--- src/rtl/soc_pkg.sv ---
// Shared SoC definitions for the UART transmitter: serialiser states,
// register indices and STATUS bit positions.
package soc_pkg;

    typedef enum logic [1:0] {
        UTIdle,
        UTStart,
        UTData,
        UTStop
    } UartTxState;

    localparam logic [1:0] UART_DATA   = 2'd0;
    localparam logic [1:0] UART_STATUS = 2'd1;
    localparam logic [1:0] UART_BAUD   = 2'd2;
    localparam logic [1:0] UART_CTRL   = 2'd3;

    localparam int STAT_BUSY      = 0;
    localparam int STAT_FULL      = 1;
    localparam int STAT_EMPTY     = 2;
    localparam int STAT_PENDING   = 3;
    localparam int STAT_COUNT_LSB = 4;

    // Packs the low byte of the STATUS register from its individual flags.
    function automatic logic [7:0] status_byte(input logic       busy,
                                               input logic       full,
                                               input logic       empty,
                                               input logic       pending,
                                               input logic [3:0] count);
        logic [7:0] s;
        s                                  = '0;
        s[STAT_BUSY]                       = busy;
        s[STAT_FULL]                       = full;
        s[STAT_EMPTY]                      = empty;
        s[STAT_PENDING]                    = pending;
        s[STAT_COUNT_LSB+3:STAT_COUNT_LSB] = count;
        return s;
    endfunction

endpackage

--- src/rtl/uart_tx_fifo.sv ---
// Small synchronous FIFO holding bytes waiting to be serialised.
// FIFO_DEPTH must be a power of two so the pointers wrap naturally.
module uart_tx_fifo #(
    parameter int FIFO_DEPTH = 4,
    parameter int WIDTH      = 8,
    localparam int AW        = $clog2(FIFO_DEPTH),
    localparam int CW        = AW + 1
) (
    input  logic             clk,
    input  logic             reset,
    input  logic             push,
    input  logic [WIDTH-1:0] din,
    input  logic             pop,
    output logic [WIDTH-1:0] dout,
    output logic             full,
    output logic             empty,
    output logic [CW-1:0]    count
);

    logic [WIDTH-1:0] mem [FIFO_DEPTH];
    logic [AW-1:0]    wr_ptr;
    logic [AW-1:0]    rd_ptr;
    logic             do_push;
    logic             do_pop;

    assign full    = (count == CW'(FIFO_DEPTH));
    assign empty   = (count == '0);
    assign do_pop  = pop && !empty;
    assign do_push = push && (!full || do_pop);
    assign dout    = mem[rd_ptr];

    // Storage array; contents need no reset because count gates every read.
    always_ff @(posedge clk) begin
        if (do_push) begin
            mem[wr_ptr] <= din;
        end
    end

    // Pointer and occupancy bookkeeping; a simultaneous push and pop keeps the count.
    always_ff @(posedge clk or negedge reset) begin
        if (!reset) begin
            wr_ptr <= '0;
            rd_ptr <= '0;
            count  <= '0;
        end else begin
            if (do_push) begin
                wr_ptr <= wr_ptr + AW'(1);
            end
            if (do_pop) begin
                rd_ptr <= rd_ptr + AW'(1);
            end
            case ({do_push, do_pop})
                2'b10:   count <= count + CW'(1);
                2'b01:   count <= count - CW'(1);
                default: count <= count;
            endcase
        end
    end

endmodule

--- src/rtl/io_uart_tx.sv ---
// Memory-mapped UART transmitter (8N1, LSB first) behind the FemtoRV32
// mem_* target interface. Registers: DATA, STATUS, BAUD and, when the
// UART_TX_IRQ_EN macro is defined, CTRL with a registered TX-idle interrupt.
module io_uart_tx
    import soc_pkg::*;
#(
    parameter int FIFO_DEPTH      = 4,
    parameter int DIV_WIDTH       = 16,
    parameter int DEFAULT_DIVISOR = 417
) (
    input  logic        clk,
    input  logic        reset,
    input  logic        sel,
    input  logic [7:0]  addr,
    input  logic [31:0] wdata,
    input  logic [3:0]  wmask,
    input  logic        rstrb,
    output logic [31:0] rdata,
    output logic        rbusy,
    output logic        wbusy,
    output logic        tx,
    output logic        irq
);

    localparam int CW = $clog2(FIFO_DEPTH) + 1;

    logic [1:0]           reg_idx;
    logic                 wr_any;
    logic                 data_write;
    logic                 baud_write;

    logic                 fifo_push;
    logic                 fifo_pop;
    logic [7:0]           fifo_din;
    logic [7:0]           fifo_dout;
    logic                 fifo_full;
    logic                 fifo_empty;
    logic [CW-1:0]        fifo_count;
    logic [3:0]           count4;

    logic                 pending_valid;
    logic [7:0]           pending_byte;

    logic [DIV_WIDTH-1:0] baud;
    logic [DIV_WIDTH-1:0] baud_merged;
    logic [DIV_WIDTH-1:0] reload;

    UartTxState           state;
    UartTxState           state_next;
    logic [7:0]           shift_reg;
    logic [7:0]           shift_next;
    logic [2:0]           bit_idx;
    logic [2:0]           bit_next;
    logic [DIV_WIDTH-1:0] baud_cnt;
    logic [DIV_WIDTH-1:0] cnt_next;
    logic                 tx_reg;
    logic                 tx_next;

    logic [31:0]          read_value;
    logic                 unused_bits;

    assign reg_idx    = addr[3:2];
    assign wr_any     = sel && (wmask != 4'b0000);
    assign data_write = wr_any && (reg_idx == UART_DATA) && wmask[0];
    assign baud_write = wr_any && (reg_idx == UART_BAUD) && (wmask[1:0] != 2'b00);

    // A pending byte takes priority: it enters the FIFO in the very cycle a pop frees a slot.
    assign fifo_push = (pending_valid && fifo_pop) ||
                       (data_write && !fifo_full && !pending_valid);
    assign fifo_din  = pending_valid ? pending_byte : wdata[7:0];

    assign rbusy       = 1'b0;
    assign wbusy       = pending_valid;
    assign tx          = tx_reg;
    assign reload      = baud - DIV_WIDTH'(1);
    assign count4      = 4'(fifo_count);
    assign unused_bits = &{1'b0, addr[7:4], addr[1:0], wdata[31:16]};

    uart_tx_fifo #(
        .FIFO_DEPTH (FIFO_DEPTH),
        .WIDTH      (8)
    ) u_fifo (
        .clk   (clk),
        .reset (reset),
        .push  (fifo_push),
        .din   (fifo_din),
        .pop   (fifo_pop),
        .dout  (fifo_dout),
        .full  (fifo_full),
        .empty (fifo_empty),
        .count (fifo_count)
    );

    // One-deep overflow slot that stalls the CPU while the FIFO is full.
    always_ff @(posedge clk or negedge reset) begin
        if (!reset) begin
            pending_valid <= 1'b0;
            pending_byte  <= 8'h00;
        end else if (pending_valid && fifo_pop) begin
            pending_valid <= 1'b0;
        end else if (data_write && fifo_full && !pending_valid) begin
            pending_valid <= 1'b1;
            pending_byte  <= wdata[7:0];
        end
    end

    // Merge byte-lane writes into the divisor; a zero divisor would stall the line, so it becomes 1.
    always_comb begin
        baud_merged = baud;
        for (int i = 0; i < DIV_WIDTH; i++) begin
            if ((i < 8) && wmask[0]) begin
                baud_merged[i] = wdata[i];
            end else if ((i >= 8) && (i < 16) && wmask[1]) begin
                baud_merged[i] = wdata[i];
            end
        end
        if (baud_merged == '0) begin
            baud_merged = DIV_WIDTH'(1);
        end
    end

    // Baud divisor register; the serialiser only samples it at bit boundaries.
    always_ff @(posedge clk or negedge reset) begin
        if (!reset) begin
            baud <= DIV_WIDTH'(DEFAULT_DIVISOR);
        end else if (baud_write) begin
            baud <= baud_merged;
        end
    end

    // Serialiser next-state: each bit lasts baud cycles, STOP chains straight into the next START.
    always_comb begin
        state_next = state;
        shift_next = shift_reg;
        bit_next   = bit_idx;
        cnt_next   = baud_cnt;
        tx_next    = tx_reg;
        fifo_pop   = 1'b0;
        case (state)
            UTIdle: begin
                if (!fifo_empty) begin
                    fifo_pop   = 1'b1;
                    shift_next = fifo_dout;
                    cnt_next   = reload;
                    tx_next    = 1'b0;
                    state_next = UTStart;
                end
            end
            UTStart: begin
                if (baud_cnt == '0) begin
                    tx_next    = shift_reg[0];
                    bit_next   = 3'd0;
                    cnt_next   = reload;
                    state_next = UTData;
                end else begin
                    cnt_next = baud_cnt - DIV_WIDTH'(1);
                end
            end
            UTData: begin
                if (baud_cnt == '0) begin
                    cnt_next = reload;
                    if (bit_idx == 3'd7) begin
                        tx_next    = 1'b1;
                        state_next = UTStop;
                    end else begin
                        shift_next = {1'b0, shift_reg[7:1]};
                        tx_next    = shift_reg[1];
                        bit_next   = bit_idx + 3'd1;
                    end
                end else begin
                    cnt_next = baud_cnt - DIV_WIDTH'(1);
                end
            end
            UTStop: begin
                if (baud_cnt == '0) begin
                    if (!fifo_empty) begin
                        fifo_pop   = 1'b1;
                        shift_next = fifo_dout;
                        cnt_next   = reload;
                        tx_next    = 1'b0;
                        state_next = UTStart;
                    end else begin
                        state_next = UTIdle;
                    end
                end else begin
                    cnt_next = baud_cnt - DIV_WIDTH'(1);
                end
            end
            default: begin
                tx_next    = 1'b1;
                state_next = UTIdle;
            end
        endcase
    end

    // Serialiser state register together with its shift/count datapath; tx idles high.
    always_ff @(posedge clk or negedge reset) begin
        if (!reset) begin
            state     <= UTIdle;
            shift_reg <= 8'h00;
            bit_idx   <= 3'd0;
            baud_cnt  <= '0;
            tx_reg    <= 1'b1;
        end else begin
            state     <= state_next;
            shift_reg <= shift_next;
            bit_idx   <= bit_next;
            baud_cnt  <= cnt_next;
            tx_reg    <= tx_next;
        end
    end

`ifdef UART_TX_IRQ_EN
    logic irq_enable;
    logic irq_reg;

    // CTRL register holding the interrupt enable.
    always_ff @(posedge clk or negedge reset) begin
        if (!reset) begin
            irq_enable <= 1'b0;
        end else if (wr_any && (reg_idx == UART_CTRL) && wmask[0]) begin
            irq_enable <= wdata[0];
        end
    end

    // Interrupt fires once the transmitter has fully drained and gone idle.
    always_ff @(posedge clk or negedge reset) begin
        if (!reset) begin
            irq_reg <= 1'b0;
        end else begin
            irq_reg <= irq_enable && fifo_empty && (state == UTIdle);
        end
    end

    assign irq = irq_reg;
`else
    assign irq = 1'b0;
`endif

    // Register read multiplexer; DATA and unused indices read as zero.
    always_comb begin
        read_value = 32'h0000_0000;
        case (reg_idx)
            UART_STATUS: read_value = {24'h000000,
                                       status_byte(state != UTIdle, fifo_full, fifo_empty,
                                                   pending_valid, count4)};
            UART_BAUD:   read_value = 32'(baud);
`ifdef UART_TX_IRQ_EN
            UART_CTRL:   read_value = {31'h0, irq_enable};
`endif
            default:     read_value = 32'h0000_0000;
        endcase
    end

    // Registered read data, held until the next read strobe.
    always_ff @(posedge clk or negedge reset) begin
        if (!reset) begin
            rdata <= 32'h0000_0000;
        end else if (sel && rstrb) begin
            rdata <= read_value;
        end
    end

`ifndef SYNTHESIS
    a_no_write_while_pending: assert property (@(posedge clk) disable iff (!reset)
        !(data_write && pending_valid));
`endif

endmodule

--- config.mk ---
export PLATFORM = sky130hd
export DESIGN_NAME = io_uart_tx
export DESIGN_NICKNAME = d
export VERILOG_FILES = /design/src/rtl/soc_pkg.sv /design/src/rtl/uart_tx_fifo.sv /design/src/rtl/io_uart_tx.sv
export SDC_FILE = /design/constraint.sdc
export NUM_CORES = 1
export LEC_CHECK = 0
export CORE_MARGIN = 2
export CORE_UTILIZATION = 52
export CTS_CLUSTER_SIZE = 8
export DETAILED_ROUTE_END_ITERATION = 6
export PLACE_DENSITY = 0.87
export SYNTH_ARGS = -nofsm -noshare
export SYNTH_HDL_FRONTEND = slang
export SYNTH_SLANG_ARGS = --single-unit
--- constraint.sdc ---
create_clock -name clk -period 4.42 [get_ports clk]
set_input_delay 0.663 -clock clk [delete_from_list [all_inputs] [get_ports clk]]
set_output_delay 0.663 -clock clk [all_outputs]
set_load 0.02 [all_outputs]
==> results of run 1 <==
==> synth_stat cells (6+ instances only) <==
master / number / area share (%)
mux4_2: 8 / 3.0
clkbuf_1: 16 / 1.0
nor4_1: 13 / 1.4
ha_1: 17 / 3.6
o21ai_0: 36 / 3.0
dfrtp_1: 73 / 31
xor2_1: 11 / 1.6
edfxtp_1: 32 / 16
mux2_2: 32 / 6.1
a22oi_1: 9 / 1.1
nor3_1: 10 / 0.85
buf_4: 19 / 2.4
xnor2_1: 11 / 1.6
a21oi_1: 25 / 2.1
inv_1: 20 / 1.3
nand2_1: 52 / 3.3
or3_1: 7 / 0.74
buf_2: 6 / 0.51
nor2_1: 35 / 2.2
nand3_1: 14 / 1.2
mux2i_1: 11 / 1.9
==> logic make-up after synthesis <==
kind of cell	after synthesis	synth area share (%)
mux	52	11.19
flops	110	49.34
buf+inv	63	5.457
other cells	1	0.06339
xor+xnor	22	3.257
simple gates	163	14.59
fa+ha+maj	18	3.934
compound gates	112	12.16
==> stage by stage <==
stage	hold WS, ns	power [mW]	area (um^2)	setup WS [ns]
floorplan	0.3674	2.908	5979	1.706
global placement	0.4650	3.234	6334	1.480
detailed placement	0.4742	3.353	6334	1.323
CTS	0.4960	4.171	6635	1.272
global route	0.5195	4.449	6635	1.007
finish	0.4683	4.192	6635	1.228
==> layout make-up <==
type                            count  area (um^2)  area share, %
Multi-Input combinational cell    385         2738          41.26
Clock inverter                      7        76.32          1.150
Clock buffer                        9        225.2          3.394
Tap cell                          140        175.2          2.640
Inverter                           21        78.83          1.188
Timing Repair Buffer               43        422.9          6.374
Sequential cell                   110         2919          43.99
==> path summary, 6_finish.rpt <==
path                                         to  slack [ns]
worst max-delay path            u_fifo.count[2]        1.23
worst max register to register  u_fifo.count[2]        1.23
min in group clk                      rdata[10]        0.49
worst min register to register        rdata[10]        0.49
max in group asynchronous             rdata[11]        3.30
worst min-delay path               shift_reg[4]        0.47
==> critical path, stage by stage (launching register included) <==
cell and delay [ns]:
dfrtp_1 0.43, inv_1 0.10, ha_1 0.21, nor3b_2 0.38, and4_1 0.30, a21oi_1 0.11
nor3_4 0.33, o2bb2ai_2 0.24, inv_1 0.08, ha_1 0.22, inv_1 0.08, fa_1 0.18
xor2_1 0.17, nor2_1 0.08, xor2_1 0.14
==> power by group through the flow <==
stage          combinational (mW)  sequential [mW]  clock [mW]
2_1_floorplan                1.35             1.56           0
3_3_place_gp                 1.60             1.63           0
3_5_place_dp                 1.69             1.66           0
4_1_cts                      1.71             1.65       0.807
5_1_grt                      1.91             1.70       0.846
6_report                     1.73             1.66       0.799
==> routing by layer <==
layer	wire, um	share of wire (%)
met5	0	0
met4	295	2.1
met3	1040	7.5
met2	6854	50
met1	5631	41
==> results_dict.tcl, run 1 <==
set metrics [dict create \
    status "completed" \
    syn_area_per_cell_um2 10.93 \
    cts_resized 0 \
    numCtsBuffers 9 \
    grtUsageMet1_pct 30.58 \
    num_io_pins 84 \
    reg2regPathDepth 14 \
    syn_area_mm2 0.005916 \
    worst_hold_path_type "primary input to asynchronous set/reset pin" \
    antenna_found_initial 0 \
    required_ns 4.65 \
    layout_common_cells "dfrtp_1 (73), nand2_1 (52), clkdlybuf4s50_1 (40)" \
    die_x_um 110.7 \
    finalCritPeriodShare_pct 72.22 \
    ys_seq_elements 110 \
    hold_buffers 0 \
    ys_types 69 \
    grt_use_total_pct 23.15 \
    cp_max_fo 7 \
    p_leak_nw 2.619 \
    clkPwrFrac_pct 19.1 \
    max-vdd-ir-drop_v 0.0003179 \
    seq_area_frac_synth_pct 49.34 \
    fp-row-count 38 \
    place_inst 699 \
    finalNonFillerCells 715 \
    crit_path_start "baud_cnt[0]" \
    power_density_mw_per_mm2 631.7 \
    drv_slew 0 \
    drive_gt1_share_pct 13.91 \
    worstSetupPathType "flip-flop to flip-flop" \
    arrival_ns 3.42 \
    wl_per_cell_um 19.33 \
    place.gp.congestion 0.9172 \
    synth_edf_count 32 \
    grt_pass1_vias 4401 \
    synthFlopType "dfrtp_1" \
    initial_utilization_pct 53.86 \
    cts.sinks 110 \
    ys.warnings.count 0 \
    dr.pass1.iters 5 \
    setup_violations 0 \
    grt_max_degree 79 \
    viasPerCell 6.206 \
    core_mm2 0.01098 \
    seqPwrFrac_pct 39.6 \
    via_count 4437 \
    largest_reg_flops 32 \
    grt_overflow 0 \
    max_clock_freq_mhz 313.3 \
    p_comb_share_pct 41.4 \
    clkTransAtPathRegs_ns 0.08 \
    met3_usage_pct 4.429 \
    hold_violations 0 \
    final_core_util_pct 60.41 \
    synth_cells 541 \
    ctsLongestPathBuffers 2 \
    setup_tns_ns 0 \
    switchingPower_mw 1.722 \
    clock-root-buffer "clkbuf_16" \
    start_kind "flip-flop" \
    drc_errors 0 \
    endpoint_kind "flip-flop" \
    top_register "u_fifo.mem" \
    dp_hpwl_um 9507 \
    port-buffer-count 41 \
    synthArstFlopShare_pct 70.91 \
    max-cap-violations 0 \
    ant_nets 0 \
    cts_max_level 3 \
    r2r_start "baud_cnt[0]" \
    grt_setup_unrepaired "false" \
    cts_setup_buffers 0 \
    final_common_cell "dfrtp_1" \
    n_fill_cell 790 \
    cts_tree "yes" \
    p_int_mw 2.469 \
    worst_pin_slew_ns 1.080 \
    first_iter_violations 404 \
    clk_latency_ns 0.35 \
    diodes 0 \
    grt_pass1_wl_um 22950 \
    dieArea_mm2 0.01225 \
    max_slew_margin_pct 27.78 \
    netSwitchingFraction_pct 41.09 \
    fin_nets 636 \
    die_h_um 110.7 \
    use_met2_pct 37.83 \
    finalCriticalPeriod_ns 3.192 \
    area_growth_pct 12.16 \
    skew_ns 0.008756 \
    grt_busiest_layer "met2" \
    wirelength_um 13820 \
]
(Power assumes the default switching activity.)
==> inputs of run 2 (changes only) <==
==> constraint.sdc (replaced) <==
create_clock -name clk -period 3.3 [get_ports clk]
set_input_delay 0.495 -clock clk [delete_from_list [all_inputs] [get_ports clk]]
set_output_delay 0.495 -clock clk [all_outputs]
set_load 0.02 [all_outputs]
==> results_dict.tcl, run 2 (synthesis results as in run 1) <==
set metrics [dict create \
    status "completed" \
    num_io_pins 84 \
    endpoint_kind "flip-flop" \
    core_mm2 0.01098 \
    top_register "u_fifo.mem" \
    grt_max_degree 79 \
    start_kind "flip-flop" \
    place.gp.congestion 0.9087 \
    hold_violations 0 \
    setup_tns_ns 0 \
    seqPwrFrac_pct 39.4 \
    cts.sinks 110 \
    die_h_um 110.7 \
    max-vdd-ir-drop_v 0.0004109 \
    arrival_ns 3.31 \
    max_clock_freq_mhz 329.0 \
    reg2regPathDepth 14 \
    grt_overflow 0 \
    dieArea_mm2 0.01225 \
    grt_use_total_pct 23.33 \
    cp_max_fo 7 \
    grt_setup_unrepaired "false" \
    die_x_um 110.7 \
    final_common_cell "dfrtp_1" \
    place_ws_ns 0.4118 \
    drc_errors 0 \
    grt_pass1_wl_um 23150 \
    finalCritPeriodShare_pct 92.10 \
    first_iter_violations 384 \
    diodes 0 \
    wirelength_um 14080 \
    worst_hold_path_type "primary input to asynchronous set/reset pin" \
    wl_per_cell_um 19.50 \
    drv_slew 0 \
    worst_pin_slew_ns 1.043 \
    worstSetupPathType "flip-flop to flip-flop" \
    ant_nets 0 \
    cts_max_level 3 \
    clock-root-buffer "clkbuf_16" \
    numCtsBuffers 9 \
    hold_buffers 0 \
    r2r_slack_ns 0.26 \
    via_count 4476 \
    netSwitchingFraction_pct 41.19 \
    max_slew_margin_pct 30.48 \
    cts_tree "yes" \
    clkTransAtPathRegs_ns 0.07 \
    dr.pass1.iters 5 \
    power_mw 5.679 \
    antenna_found_initial 0 \
    cts_setup_buffers 0 \
    fin_area_mm2 0.006671 \
    dpl_cell_area_mm2 0.006386 \
    r2r_end "u_fifo.count[2]" \
    skew_ns 0.01108 \
    grt_pass1_vias 4472 \
    setup_violations 0 \
    clk_latency_ns 0.36 \
    port-buffer-count 41 \
    clkPwrFrac_pct 18.5 \
    fin_nets 643 \
    dp_hpwl_um 9597 \
    finalWorstSetupSlack_ns 0.2606 \
    layout_common_cells "dfrtp_1 (73), nand2_1 (52), clkdlybuf4s50_1 (40)" \
    finalCriticalPeriod_ns 3.039 \
    largest_reg_flops 32 \
    switchingPower_mw 2.339 \
    power_density_mw_per_mm2 851.2 \
    p_leak_nw 2.649 \
    hold-worst-slack_ns 0.2782 \
    max-cap-violations 0 \
    p_comb_share_pct 42.0 \
    drive_gt1_share_pct 14.78 \
    p_int_mw 3.340 \
    r2r_start "baud_cnt[0]" \
    ctsLongestPathBuffers 2 \
    fp-row-count 38 \
    cts_resized 0 \
    area_growth_pct 12.77 \
    initial_utilization_pct 53.86 \
    viasPerCell 6.199 \
    required_ns 3.57 \
]
==> run 2: changes by cell type in the layout (fill, tap and decap cells not counted) <==
cell	before	now
buf_4	3	10
clkinv_1	1	2
clkinv_2	0	1
clkinv_4	1	0
clkinv_8	2	1
==> run 2: critical path: stages (launching register included) <==
cell and delay, ns:
dfrtp_1 0.44, inv_1 0.10, ha_1 0.25, nor3b_2 0.18, and4_1 0.23, a21oi_1 0.28
nor3_4 0.10, o2bb2ai_2 0.19, inv_1 0.11, ha_1 0.20, inv_1 0.06, fa_1 0.39
xor2_1 0.16, nor2_1 0.11, xor2_1 0.15
==> run 2: how the worst max path moves through the flow <==
stage | endpoint | cells past startpoint | start | slack, ns
2_1_floorplan | u_fifo.count[2] | 15 | baud_cnt[0] | 0.59
3_3_place_gp | u_fifo.count[2] | 14 | baud_cnt[0] | 0.57
3_5_place_dp | u_fifo.count[2] | 14 | baud_cnt[0] | 0.41
4_1_cts | u_fifo.count[2] | 14 | baud_cnt[0] | 0.28
5_1_grt | u_fifo.count[2] | 14 | baud_cnt[0] | 0.08
6_report | u_fifo.count[2] | 14 | baud_cnt[0] | 0.26
==> run 2: final cells by class <==
cell class | instances | area, um^2
clock buffer | 9 | 225.2
clock inverter | 7 | 60.06
fill | 808 | 4312
inverter | 21 | 78.83
multi-input combinational | 385 | 2738
sequential | 110 | 2919
tap | 140 | 175.2
timing repair buffer | 50 | 475.5
==> run 2: metrics by stage <==
stage | cells | util, %
floorplan | 558 | -
global placement | 706 | 58.15
detailed placement | 706 | 58.15
CTS | 722 | 60.74
global route | 722 | 60.74
finish | 722 | 60.74
==> run 2: per-layer routing <==
metal  up-vias  track usage (%)  wire length, um
li1       2007                -                -
met1      2221            31.17             5801
met2       215            38.94             6997
met3        33            3.937              931
met4         0            7.833              346
met5         -                0                0
==> run 2: power by group through the flow <==
stage,Sequential (mW),Clock [mW],Combinational (mW)
6_report,2.24,1.05,2.39
5_1_grt,2.28,1.11,2.61
4_1_cts,2.23,1.06,2.35
3_5_place_dp,2.22,0,2.33
3_3_place_gp,2.19,0,2.19
2_1_floorplan,2.08,0,1.81
==> inputs of run 3 (changes only) <==
--- a/config.mk
+++ b/config.mk
@@ -13,3 +13,4 @@
 export SYNTH_ARGS = -nofsm -noshare
 export SYNTH_HDL_FRONTEND = slang
 export SYNTH_SLANG_ARGS = --single-unit
+export TNS_END_PERCENT = 10
==> results of run 3 <==
Same layout as run 2: the final DEF is identical, and so are final timing and power.
